$ cat config.mk
export PLATFORM = sky130hd
export DESIGN_NAME = mem_port_arbiter_flat
export DESIGN_NICKNAME = d
export VERILOG_FILES = /design/src/rtl/mem_port_arbiter_if.sv /design/src/rtl/mem_port_arbiter.sv /design/src/flat_wrapper.sv
export SDC_FILE = /design/constraint.sdc
export NUM_CORES = 1
export LEC_CHECK = 0
export ABC_AREA = 0
export BUFFER_PORTS_ARGS = -buffer_cell sky130_fd_sc_hd__buf_2
export CORE_MARGIN = 2
export CORE_UTILIZATION = 48
export DETAILED_ROUTE_END_ITERATION = 8
export PLACE_DENSITY = 0.94
export RECOVER_POWER = 50
export SLEW_MARGIN = 10
export SYNTH_ARGS = -nofsm -noshare
export SYNTH_HDL_FRONTEND = slang
export SYNTH_SLANG_ARGS = --single-unit
$ cat constraint.sdc
create_clock -name iclk -period 4.25 [get_ports iclk]
set_clock_uncertainty 0.05 [all_clocks]
set_input_delay 1.275 -clock iclk [delete_from_list [all_inputs] [get_ports iclk]]
set_output_delay 1.275 -clock iclk [all_outputs]
set_load 0.02 [all_outputs]
$ cat src/rtl/mem_port_arbiter_if.sv
`default_nettype none
// ============================================================================
// Module   : mem_port_arbiter_if
// Purpose  : Bundle of the two client request ports and the scratch-memory
//            command/return signals used by mem_port_arbiter.
// Revision : 1.0 - initial release
// ============================================================================
interface mem_port_arbiter_if #(
    parameter int ADDR_W = 10,
    parameter int DATA_W = 14
);
    // Client 0 / client 1 request side
    logic              req0;
    logic              req1;
    logic              we0;
    logic              we1;
    logic [ADDR_W-1:0] addr0;
    logic [ADDR_W-1:0] addr1;
    logic [DATA_W-1:0] wdata0;
    logic [DATA_W-1:0] wdata1;

    // Client 0 / client 1 response side
    logic              gnt0;
    logic              gnt1;
    logic              err0;
    logic              err1;
    logic              rvalid0;
    logic              rvalid1;
    logic [DATA_W-1:0] rdata0;
    logic [DATA_W-1:0] rdata1;

    // Scratch memory command and registered read return
    logic              mem_wr_en;
    logic              mem_rd_en;
    logic [ADDR_W-1:0] mem_addr;
    logic [DATA_W-1:0] mem_data_in;
    logic [DATA_W-1:0] mem_data_out;

    // Arbiter view
    modport slave (
        input  req0, req1, we0, we1, addr0, addr1, wdata0, wdata1,
        output gnt0, gnt1, err0, err1, rvalid0, rvalid1, rdata0, rdata1,
        output mem_wr_en, mem_rd_en, mem_addr, mem_data_in,
        input  mem_data_out
    );

    // Client and memory view
    modport master (
        output req0, req1, we0, we1, addr0, addr1, wdata0, wdata1,
        input  gnt0, gnt1, err0, err1, rvalid0, rvalid1, rdata0, rdata1,
        input  mem_wr_en, mem_rd_en, mem_addr, mem_data_in,
        output mem_data_out
    );
endinterface
`default_nettype wire

$ cat src/rtl/mem_port_arbiter.sv
`default_nettype none
// ============================================================================
// Module   : mem_port_arbiter
// Purpose  : Two-client round-robin arbiter and sequencer in front of a
//            single-port synchronous scratch memory. Serialises client
//            requests into one-cycle memory commands, rejects out-of-range
//            addresses and returns read data with a one-cycle valid strobe.
// Revision : 1.0 - initial release
// ============================================================================
module mem_port_arbiter #(
    parameter int ADDR_W = 10,
    parameter int DATA_W = 14,
    parameter int DEPTH  = 4
) (
    input  wire logic         iclk,
    input  wire logic         irst,
    mem_port_arbiter_if.slave bus
);

    localparam logic [1:0]        c_IDLE    = 2'd0;
    localparam logic [1:0]        c_ACCESS  = 2'd1;
    localparam logic [1:0]        c_RD_WAIT = 2'd2;
    localparam logic [ADDR_W-1:0] c_DEPTH   = ADDR_W'(DEPTH);

    logic [1:0]        r_state;
    logic              r_prio;   // port that wins the next contested grant
    logic              r_win;    // port owning the command in flight
    logic              r_rd;     // command in flight is an in-range read

    logic              w_any;
    logic              w_win;
    logic              w_we;
    logic [ADDR_W-1:0] w_addr;
    logic [DATA_W-1:0] w_wdata;
    logic              w_oor;

    // Winner selection: a lone requester wins, otherwise the prio port wins
    assign w_any   = bus.req0 | bus.req1;
    assign w_win   = (bus.req0 & bus.req1) ? r_prio : bus.req1;
    assign w_we    = w_win ? bus.we1    : bus.we0;
    assign w_addr  = w_win ? bus.addr1  : bus.addr0;
    assign w_wdata = w_win ? bus.wdata1 : bus.wdata0;
    assign w_oor   = (w_addr >= c_DEPTH);

    // Sequencer: grant and memory command are registered at the sampling
    // edge so they are visible for exactly the ACCESS cycle
    always_ff @(posedge iclk) begin
        if (irst) begin
            r_state         <= c_IDLE;
            r_prio          <= 1'b0;
            r_win           <= 1'b0;
            r_rd            <= 1'b0;
            bus.gnt0        <= 1'b0;
            bus.gnt1        <= 1'b0;
            bus.err0        <= 1'b0;
            bus.err1        <= 1'b0;
            bus.rvalid0     <= 1'b0;
            bus.rvalid1     <= 1'b0;
            bus.rdata0      <= '0;
            bus.rdata1      <= '0;
            bus.mem_wr_en   <= 1'b0;
            bus.mem_rd_en   <= 1'b0;
            bus.mem_addr    <= '0;
            bus.mem_data_in <= '0;
        end else begin
            // Pulses default low; address/data registers hold their value
            bus.gnt0      <= 1'b0;
            bus.gnt1      <= 1'b0;
            bus.err0      <= 1'b0;
            bus.err1      <= 1'b0;
            bus.rvalid0   <= 1'b0;
            bus.rvalid1   <= 1'b0;
            bus.mem_wr_en <= 1'b0;
            bus.mem_rd_en <= 1'b0;

            case (r_state)
                c_IDLE: begin
                    if (w_any) begin
                        r_win    <= w_win;
                        r_rd     <= ~w_we & ~w_oor;
                        bus.gnt0 <= ~w_win;
                        bus.gnt1 <= w_win;
                        if (w_oor) begin
                            bus.err0 <= ~w_win;
                            bus.err1 <= w_win;
                        end else if (w_we) begin
                            bus.mem_wr_en   <= 1'b1;
                            bus.mem_addr    <= w_addr;
                            bus.mem_data_in <= w_wdata;
                        end else begin
                            bus.mem_rd_en <= 1'b1;
                            bus.mem_addr  <= w_addr;
                        end
                        // Priority only moves when both ports competed
                        if (bus.req0 & bus.req1) begin
                            r_prio <= ~w_win;
                        end
                        r_state <= c_ACCESS;
                    end
                end

                c_ACCESS: begin
                    r_state <= r_rd ? c_RD_WAIT : c_IDLE;
                end

                c_RD_WAIT: begin
                    // Memory output is valid in this cycle; capture it
                    if (r_win) begin
                        bus.rdata1  <= bus.mem_data_out;
                        bus.rvalid1 <= 1'b1;
                    end else begin
                        bus.rdata0  <= bus.mem_data_out;
                        bus.rvalid0 <= 1'b1;
                    end
                    r_state <= c_IDLE;
                end

                default: begin
                    r_state <= c_IDLE;
                end
            endcase
        end
    end

endmodule
`default_nettype wire
$ cat src/flat_wrapper.sv
// flat-port wrapper written by rule: the top's interface ports become plain ports
module mem_port_arbiter_flat 
#(
    parameter int ADDR_W = 10,
    parameter int DATA_W = 14,
    parameter int DEPTH  = 4
)
  (iclk, irst, bus_req0, bus_req1, bus_we0, bus_we1, bus_addr0, bus_addr1, bus_wdata0, bus_wdata1, bus_gnt0, bus_gnt1, bus_err0, bus_err1, bus_rvalid0, bus_rvalid1, bus_rdata0, bus_rdata1, bus_mem_wr_en, bus_mem_rd_en, bus_mem_addr, bus_mem_data_in, bus_mem_data_out);
  mem_port_arbiter_if #(.ADDR_W(ADDR_W), .DATA_W(DATA_W)) bus_i ();
  input  wire logic iclk;
  input  wire logic irst;
  input wire logic [$bits(bus_i.req0)-1:0] bus_req0;
  input wire logic [$bits(bus_i.req1)-1:0] bus_req1;
  input wire logic [$bits(bus_i.we0)-1:0] bus_we0;
  input wire logic [$bits(bus_i.we1)-1:0] bus_we1;
  input wire logic [$bits(bus_i.addr0)-1:0] bus_addr0;
  input wire logic [$bits(bus_i.addr1)-1:0] bus_addr1;
  input wire logic [$bits(bus_i.wdata0)-1:0] bus_wdata0;
  input wire logic [$bits(bus_i.wdata1)-1:0] bus_wdata1;
  output wire logic [$bits(bus_i.gnt0)-1:0] bus_gnt0;
  output wire logic [$bits(bus_i.gnt1)-1:0] bus_gnt1;
  output wire logic [$bits(bus_i.err0)-1:0] bus_err0;
  output wire logic [$bits(bus_i.err1)-1:0] bus_err1;
  output wire logic [$bits(bus_i.rvalid0)-1:0] bus_rvalid0;
  output wire logic [$bits(bus_i.rvalid1)-1:0] bus_rvalid1;
  output wire logic [$bits(bus_i.rdata0)-1:0] bus_rdata0;
  output wire logic [$bits(bus_i.rdata1)-1:0] bus_rdata1;
  output wire logic [$bits(bus_i.mem_wr_en)-1:0] bus_mem_wr_en;
  output wire logic [$bits(bus_i.mem_rd_en)-1:0] bus_mem_rd_en;
  output wire logic [$bits(bus_i.mem_addr)-1:0] bus_mem_addr;
  output wire logic [$bits(bus_i.mem_data_in)-1:0] bus_mem_data_in;
  input wire logic [$bits(bus_i.mem_data_out)-1:0] bus_mem_data_out;
  assign bus_i.req0 = bus_req0;
  assign bus_i.req1 = bus_req1;
  assign bus_i.we0 = bus_we0;
  assign bus_i.we1 = bus_we1;
  assign bus_i.addr0 = bus_addr0;
  assign bus_i.addr1 = bus_addr1;
  assign bus_i.wdata0 = bus_wdata0;
  assign bus_i.wdata1 = bus_wdata1;
  assign bus_gnt0 = bus_i.gnt0;
  assign bus_gnt1 = bus_i.gnt1;
  assign bus_err0 = bus_i.err0;
  assign bus_err1 = bus_i.err1;
  assign bus_rvalid0 = bus_i.rvalid0;
  assign bus_rvalid1 = bus_i.rvalid1;
  assign bus_rdata0 = bus_i.rdata0;
  assign bus_rdata1 = bus_i.rdata1;
  assign bus_mem_wr_en = bus_i.mem_wr_en;
  assign bus_mem_rd_en = bus_i.mem_rd_en;
  assign bus_mem_addr = bus_i.mem_addr;
  assign bus_mem_data_in = bus_i.mem_data_in;
  assign bus_i.mem_data_out = bus_mem_data_out;
  mem_port_arbiter #(.ADDR_W(ADDR_W), .DATA_W(DATA_W), .DEPTH(DEPTH)) u_core (.iclk(iclk), .irst(irst), .bus(bus_i));
endmodule
Yosys cells after proc, flatten, opt, wreduce, memory -nomap -nowiden
Cells that the tools add are included.
{"block": "totals", "ff_bits": 65, "in_bits": 68, "output_inout_bits": 60, "word_cells": 52}
{"block": "classes", "n_mux": 11, "n_reduce_logical": 11, "n_eq_ne": 3, "order_cmp": 1, "bitwise": 10}
{"cell": "two-way mux 14 bit", "count": 1}
{"cell": "greater-or-equal comparator 10 x 3 -> 1 bit (second input constant)", "count": 1}
{"cell": "two-way mux 10 bit", "count": 1}
{"cell": "OR reduction 4 bit", "count": 2}
{"cell": "inverter 1 bit", "count": 7}
{"cell": "two-way mux 1 bit", "count": 6}
{"cell": "AND reduction 2 bit", "count": 3}
{"cell": "AND reduction 3 bit", "count": 2}
{"cell": "two-way mux 2 bit", "count": 2}
{"cell": "one-hot mux 2 bit (2 select lines)", "count": 1}
{"cell": "AND reduction 4 bit", "count": 1}
{"cell": "OR reduction 3 bit", "count": 1}
{"cell": "bitwise AND 1 bit", "count": 2}
{"cell": "== test 2 x 1 -> 1 bit (second input constant)", "count": 1}
{"cell": "== test 2 bit (second input constant)", "count": 1}
{"cell": "zero test 2 bit", "count": 1}
{"cell": "!= test 2 x 1 -> 1 bit (second input constant)", "count": 1}
{"cell": "OR reduction 2 bit", "count": 1}
{"cell": "bitwise OR 1 bit", "count": 1}

Depth between registers and ports, before layout
Gate-level depths: netlist of the first run.
{"block": "logic_depth", "word_depth": 6, "depth_mapped": 6, "ltp_nobuf": 5}

Least setup slack after synthesis of the first run
No wires, ideal clock.
{"block": "synth_timing", "path_kind": "input-to-reg", "from": "input port bus_addr0[5]", "to": "register u_core.bus.mem_data_in[10]", "required_time_ns": 4.120, "arrival_time_ns": 2.591, "path_slack_ns": 1.529, "setup_ns": 0.080, "path_buffers": 1, "stages": 6, "path_cell_list": "nor4_2 -> o211ai_2 -> a221oi_4 -> buf_6 -> nor2_2 -> a211oi_2"}
{"block": "synth_between", "elab_chain_len": 4}
{"item": "start, declared", "line": "flat_wrapper.sv:16", "source": "input wire logic [$bits(bus_i.addr0)-1:0] bus_addr0;"}
{"item": "two-way mux 10 bit", "line": "mem_port_arbiter.sv:41", "source": "assign w_addr = w_win ? bus.addr1 : bus.addr0;"}
{"item": "greater-or-equal comparator 10 x 3 -> 1 bit", "line": "mem_port_arbiter.sv:43", "source": "assign w_oor = (w_addr >= c_DEPTH);"}
{"item": "inverter 1 bit (no source line)"}
{"item": "AND reduction 4 bit (no source line)"}
{"item": "end signal, assigned", "line": "mem_port_arbiter.sv:89", "source": "bus.mem_data_in <= w_wdata;"}
{"item": "end, declared", "line": "mem_port_arbiter_if.sv:43", "source": "output mem_wr_en, mem_rd_en, mem_addr, mem_data_in,"}
Every way passes these cells.
A chain may end at the register's enable or synchronous reset.

Final worst setup path of the first run
{"block": "layout_timing", "from": "input port bus_addr0[7]", "to": "register u_core.bus.mem_data_in[3]"}
Same word-level chain as after synthesis.

==> flow_summary.toml, run 1 <==
[status]
status = "finished clean"

[final_layout]
n_antenna_cell = 0
final_nets = 455
drive_above_1_share_pct = 34.2
layout.cells.non_filler = 462
utilization_pct = 64.8
area_delta_synth_final_pct = 32.1

[synth]
synth_fp_nets = 332
avgSynthCellArea_um2 = 9.30
synthCells = 264
yosys_warnings = 0
synth_area_um2 = 2460
ys_ff_latch = 65
synth_cell_types = 31
ys_seq_area_share_pct = 53.0

[clocking]
clockBufferDepth = 2
cts_tree = "yes"
postCtsResizedCells = 0
root_buffer = "clkbuf_8"
ctsHoldBuffers = 0
htree_levels = 3
numCtsBuffers = 9
cts.clk_slew.worst_paths_ns = 0.07
postCtsSetupRepairBufs = 0
cts_num_sinks = 65
clock_latency_ns = 0.32

[setup_path]
worst_ep_required_time_ns = 4.43
cp_max_fo = 28
crit_buf_inv = 2
critPathTopFamily = "compound AO/OA/AOI/OAI gates"
worst_ep_arrival_time_ns = 2.84
setup.worst_path.class = "in2reg"
worstPathCellList = "buf_2 > nor4_2 > o211ai_2 > a221oi_4 > buf_4 > nor2_1 > a211oi_1"
slowest_delay_ns = 0.35
critPathCaptureType = "flip-flop"
cp_slowest_cell = "buf_4"
start_kind = "input pin"

[sta]
drv_slew = 0
fin_setup_tns_ns = 0
relSlewSlack_pct = 34.3
max_freq_mhz = 375
hold_viol = 0
setup_viol = 0
worst_pin_slew_ns = 0.985
rsz0062_at_grt = "false"
fin_crit_ns = 2.67
period_share_pct = 62.8

[power_and_ir_drop]
seqPwrFrac_pct = 54.5
power.share.clock_pct = 38.0
p_sw_mw = 0.272
powerDensity_nw_per_um2 = 349
peakVddDrop_mv = 0.215
p_leak_nw = 1.44
pwr-share-comb_pct = 7.5
swShare_pct = 24.0
p_int_mw = 0.860

[placement]
hpwl_um = 4400
gp_routability_congestion = 0.761
numPlacedInstances = 446
port_buffers = 127

[drt]
remaining_drc_errors = 0
vias = 2269
drt_iter0_markers = 83
drt_first_pass_iters = 4
drtAntennaViolNets = 0
via_per_inst = 4.91
routed_wirelength_um = 5870
wire_per_inst_um = 12.7

[die]
initial_utilization_pct = 49.0
coreArea_um2 = 5010
die_x_um = 75.5
num_rows = 26
die_height_um = 75.5
design.die.area_um2 = 5700
io_pins = 128

[global_routing]
grt_max_degree = 54
antenna_found_initial = 0
grt-ovfl-total = 0
grt_first_pass_wirelength_um = 8820
track_usage_pct = 20.4
grt_pass1_vias = 2097

[run]
cap_violations = 0

[min_path]
hold_class = "reg2reg"
==> cell usage in the layout, fill, tap and decap left out, types with 4 or more instances in the layout <==
| cell | instances |
|---|---|
| dfxtp_1 | 65 |
| mux2i_1 | 16 |
| a211oi_1 | 10 |
| nor4_2 | 4 |
| and2_1 | 10 |
| nand2_1 | 60 |
| nor2_2 | 6 |
| clkinv_2 | 4 |
| clkbuf_1 | 31 |
| clkbuf_8 | 9 |
| buf_2 | 97 |
| a21oi_1 | 31 |
| a211oi_2 | 6 |
| nor2_1 | 19 |
==> power by group through the flow <==
stage / clock [mW] / combinational (mW) / sequential [mW]
floorplan: 0 / 0.0396 / 0.633
global placement: 0 / 0.0839 / 0.630
detailed placement: 0 / 0.0861 / 0.630
CTS: 0.442 / 0.0863 / 0.616
global route: 0.473 / 0.0932 / 0.617
finish: 0.431 / 0.0851 / 0.617
==> cell usage after synthesis <==
| cell | count | area share (%) |
|---|---|---|
| xor2_1 | 1 | 0.36 |
| nand2_1 | 60 | 9.2 |
| buf_6 | 1 | 0.46 |
| mux2i_1 | 16 | 6.5 |
| a211oi_1 | 10 | 3.1 |
| or3b_2 | 1 | 0.36 |
| a21oi_1 | 31 | 6.3 |
| and3_1 | 2 | 0.51 |
| nor2_1 | 19 | 2.9 |
| and3b_1 | 1 | 0.36 |
| a221oi_4 | 1 | 1.1 |
| nand2b_1 | 1 | 0.25 |
| buf_2 | 1 | 0.20 |
| o21ai_0 | 1 | 0.20 |
| dfxtp_1 | 65 | 53 |
| inv_1 | 1 | 0.15 |
| o21ai_1 | 1 | 0.20 |
| o211ai_2 | 1 | 0.51 |
| nand4_2 | 1 | 0.51 |
| nor2_2 | 6 | 1.5 |
| buf_4 | 1 | 0.31 |
| nand3_1 | 2 | 0.41 |
| nor4_2 | 4 | 2.0 |
| nor4bb_1 | 1 | 0.41 |
| nor3b_1 | 1 | 0.31 |
| a211oi_2 | 6 | 3.1 |
| clkbuf_1 | 13 | 2.0 |
| nor2b_1 | 2 | 0.51 |
| and2_1 | 10 | 2.5 |
| nor3_1 | 1 | 0.20 |
| nand3b_1 | 2 | 0.61 |
==> sequential cells by signal, indices dropped and copies added (netlist names) <==
signal	flops
u_core.bus.mem_data_in	14
u_core.bus.rdata0	14
u_core.bus.rdata1	14
u_core.bus.mem_addr	10
u_core.r_state	2
u_core.bus.err0	1
u_core.bus.err1	1
u_core.bus.gnt0	1
u_core.bus.gnt1	1
u_core.bus.mem_rd_en	1
u_core.bus.mem_wr_en	1
u_core.bus.rvalid0	1
u_core.bus.rvalid1	1
u_core.r_prio	1
u_core.r_rd	1
u_core.r_win	1
==> cells by family (layout without fill, tap and decap cells) <==
group,after synthesis,after routing,share of synthesized area (%)
simple gates,114,114,22.6
mux,16,16,6.52
flops,65,65,53.0
buf+inv,17,145,3.11
compound gates,51,51,14.4
xor+xnor,1,1,0.357
==> cell type report <==
type / instances / area [um^2]
fillers: 452 / 1770
flip-flops and latches: 65 / 1300
multi-input cells: 182 / 1080
repair buffers: 128 / 606
clock buffers: 10 / 128
well taps: 70 / 87.6
clock inverters: 6 / 35.0
inverters: 1 / 3.75
==> metrics by stage <==
stage               hold WS (ns)  area (um^2)  setup WS (ns)  total power [mW]
floorplan                  0.377         2460           1.53             0.673
global placement           0.388         3120           1.36             0.714
CTS                        0.402         3280           1.59              1.14
finish                     0.406         3240           1.58              1.13
detailed placement         0.391         3120           1.24             0.716
global route               0.417         3240           1.48              1.18
==> routing by layer <==
layer | part of all wire [%] | track usage [%] | up-vias
met1 | 41 | 21.3 | 1026
met2 | 50 | 37.2 | 94
met5 | 0 | 0 | -
met4 | 1.4 | 8.77 | 0
li1 | - | - | 1139
met3 | 7.8 | 6.88 | 10
==> worst paths after layout <==
kind | startpoint | slack, ns | to | cells after the start
worst max-delay path | bus_addr0[7] | 1.58 | u_core.bus.mem_data_in[3]$_SDFFE_PP0P_ | 7
worst min register to register | u_core.bus.rdata1[7]$_SDFFE_PP0P_ | 0.41 | u_core.bus.rdata1[7]$_SDFFE_PP0P_ | 2
worst max register to register | u_core.r_prio$_SDFFE_PP0P_ | 2.38 | u_core.bus.mem_data_in[11]$_SDFFE_PP0P_ | 4
worst min-delay path | u_core.bus.rdata1[7]$_SDFFE_PP0P_ | 0.41 | u_core.bus.rdata1[7]$_SDFFE_PP0P_ | 2
==> worst register-to-register path, stage by stage, from the launching register on <==
cell and delay [ns]:
dfxtp_1 0.33, nand2b_1 0.20, nand2_1 0.72, mux2i_1 0.32, a211oi_2 0.10
(Power assumes the default switching activity.)
==> run 2, diff against run 1 <==
Settings changed: ABC_AREA 0 to 1, CORE_UTILIZATION 48 to 42, PLACE_DENSITY 0.94 to 0.86.
Clock period 4.25 ns to 2.2 ns, I/O delays scaled along.
==> run 2 against run 1 <==
Final area grew 8.1%. Worst setup slack lost 1.3 ns. Hold slack lost 0.011 ns. Via count grew 20%. Cell count grew 28%. Register-to-register slack lost 2.0 ns. Sequential share of layout area shrank 3.0 points.
==> flow_summary.toml, run 2 <==
[synth]
async_flop_share_pct = 0
ys_seq_area_share_pct = 48.0
synthCells = 387
ys_ff_latch = 65
synth_edf_count = 0
avgSynthCellArea_um2 = 7.00
synth.most_common_cell = "nand2_1"
synth_area_um2 = 2710
synth_cell_types = 20
synthTopCellsByArea = "dfxtp_1 (48%), nand2_1 (15%), inv_1 (9.0%)"
yosys.area.top_type = "dfxtp_1"
netlist_top_cells_count = "nand2_1 (105), dfxtp_1 (65), inv_1 (65)"
yosys_warnings = 0
synthFlopType = "dfxtp_1"
synth_top_area_share_pct = 48.0
synth_fp_nets = 455

[final_layout]
layout_common_cells = "nand2_1 (105), buf_2 (86), inv_1 (65), dfxtp_1 (65), clkbuf_1 (46)"
drive_above_1_share_pct = 21.2
biggestRegsByFlops = "u_core.bus.mem_data_in (14), u_core.bus.rdata0 (14), u_core.bus.rdata1 (14)"
area_delta_synth_final_pct = 29.5
multi_input_comb_area_um2 = 1060
stdcell_area_um2 = 3510
layout_commonest_cell = "nand2_1"
n_antenna_cell = 0
nFillCells = 604
final_nets = 579
regArea_um2 = 1300
utilization_pct = 55.9

[sta]
hold_ws_ns = 0.395
period_share_pct = 87.9
rsz0062_at_grt = "false"
worst_pin_slew_ns = 1.17
relSlewSlack_pct = 22.3
max_freq_mhz = 517
fin_crit_ns = 1.93
fin_ws_ns = 0.266
setup_viol = 0
drv_slew = 0
fin_setup_tns_ns = 0
hold_viol = 0

[drt]
drtAntennaViolNets = 0
remaining_drc_errors = 0
vias = 2727
drt_first_pass_iters = 4
wire_per_inst_um = 10.9
via_per_inst = 4.61
routed_wirelength_um = 6460
drt_iter0_markers = 84

[die]
initial_utilization_pct = 43.2
coreArea_um2 = 6280
num_rows = 29
die_height_um = 84.3
io_pins = 128
die_x_um = 84.3
design.die.area_um2 = 7110

[clocking]
clockBufferDepth = 2
ctsHoldBuffers = 0
root_buffer = "clkbuf_8"
htree_levels = 3
cts.clk_slew.worst_paths_ns = 0.07
clock_latency_ns = 0.32
numCtsBuffers = 9
cts_num_sinks = 65
postCtsSetupRepairBufs = 0
postCtsResizedCells = 0
cts_tree = "yes"

[min_path]
whs_path_depth = 2
hold_class = "reg2reg"
hold_end = "u_core.bus.rdata1[3]$_SDFFE_PP0P_"
min-delay-start = "u_core.bus.rdata1[3]$_SDFFE_PP0P_"

[setup_path]
critPathLaunch = "bus_req1"
worst_ep_arrival_time_ns = 2.15
critPathCaptureType = "flip-flop"
reg2reg_setup_slack_ns = 0.36
start_kind = "input pin"
worst_ep_required_time_ns = 2.41
regToRegEndpoint = "u_core.bus.mem_data_in[4]$_SDFFE_PP0P_"
cp_max_fo = 18
timing.rr.start = "u_core.r_prio$_SDFFE_PP0P_"
setup.worst_path.class = "in2reg"
r2r.worst_path.cells = 8

[run]
cap_violations = 0

[global_routing]
grt_pass1_vias = 2522
track_usage_pct = 18.5
grt_max_degree = 30
antenna_found_initial = 0
grt-ovfl-total = 0
grt_first_pass_wirelength_um = 10700

[status]
status = "finished clean"

[placement]
hpwl_um = 4830
place_ws_ns = -0.0283
port_buffers = 127
gp_routability_congestion = 0.818
dpl_cell_area_um2 = 3380

[power_and_ir_drop]
peakVddDrop_mv = 0.470
p_leak_nw = 1.80
powerDensity_nw_per_um2 = 679
[run 2: cell count changes after synthesis, moves of 3 or more]
| cell | change |
|---|---|
| clkbuf_1 | -4 |
| mux2i_1 | -16 |
| nand2_2 | +3 |
| and2_1 | -10 |
| a211oi_1 | -10 |
| inv_1 | +64 |
| buf_2 | +6 |
| nand2_1 | +45 |
| nor4_2 | -4 |
| nand3_1 | +12 |
| a211oi_2 | -6 |
| nor2_2 | -6 |
| o21ai_0 | +29 |
| nor2_1 | +23 |
[run 2: layer usage]
layer  GRT usage [%]  part of all wire (%)  vias to the layer above
met5               0                     0                        -
met4            6.30                   1.1                        0
met3            6.98                   8.3                        8
met2            32.1                    48                      102
met1            21.0                    43                     1198
li1                -                     -                     1419
[run 2: cell type report]
class,count,share of cell area [%]
flip-flops and latches,65,37.1
multi-input cells,238,30.3
repair buffers,132,17.3
inverters,65,6.95
clock buffers,12,4.42
well taps,77,2.75
clock inverters,3,1.14
[run 2: worst max-delay path by stage]
stage	slack, ns	end
after floorplan	0.30	u_core.bus.mem_data_in[10]$_SDFFE_PP0P_
final	0.27	u_core.bus.mem_data_in[4]$_SDFFE_PP0P_
after detailed placement	-0.03	u_core.bus.mem_data_in[5]$_SDFFE_PP0P_
after global routing	0.07	u_core.bus.mem_data_in[9]$_SDFFE_PP0P_
after CTS	0.31	u_core.bus.mem_data_in[5]$_SDFFE_PP0P_
after global placement	0.04	u_core.bus.mem_data_in[5]$_SDFFE_PP0P_
[run 2: cells by family (layout without fill, tap and decap cells)]
logic type	Yosys count	after routing	share of synthesized area, %
simple gates	176	176	27.6
buf+inv	84	212	12.7
flops	65	65	48.0
compound gates	62	62	11.7
[run 2: metrics by stage]
step / total power, mW / cells
global placement: 1.42 / 577
floorplan: 1.33 / 387
CTS: 2.42 / 592
finish: 2.38 / 592
global route: 2.49 / 592
detailed placement: 1.42 / 577
[run 2: worst max-delay path: stages]
cell      delay [ns]
buf_2           0.19
a21boi_2        0.27
clkbuf_1        0.65
nand2_1         0.11
nand2_1         0.11
nor2_1          0.05
nor2_1          0.11
[run 2: power by group]
group | switching [mW] | leakage, nW | internal [mW] | total, mW
Combinational | 0.122 | 1.17 | 0.0816 | 0.204
Clock | 0.414 | 0.102 | 0.576 | 0.989
Sequential | 0.00304 | 0.525 | 1.19 | 1.19
Total | 0.539 | 1.80 | 1.84 | 2.38
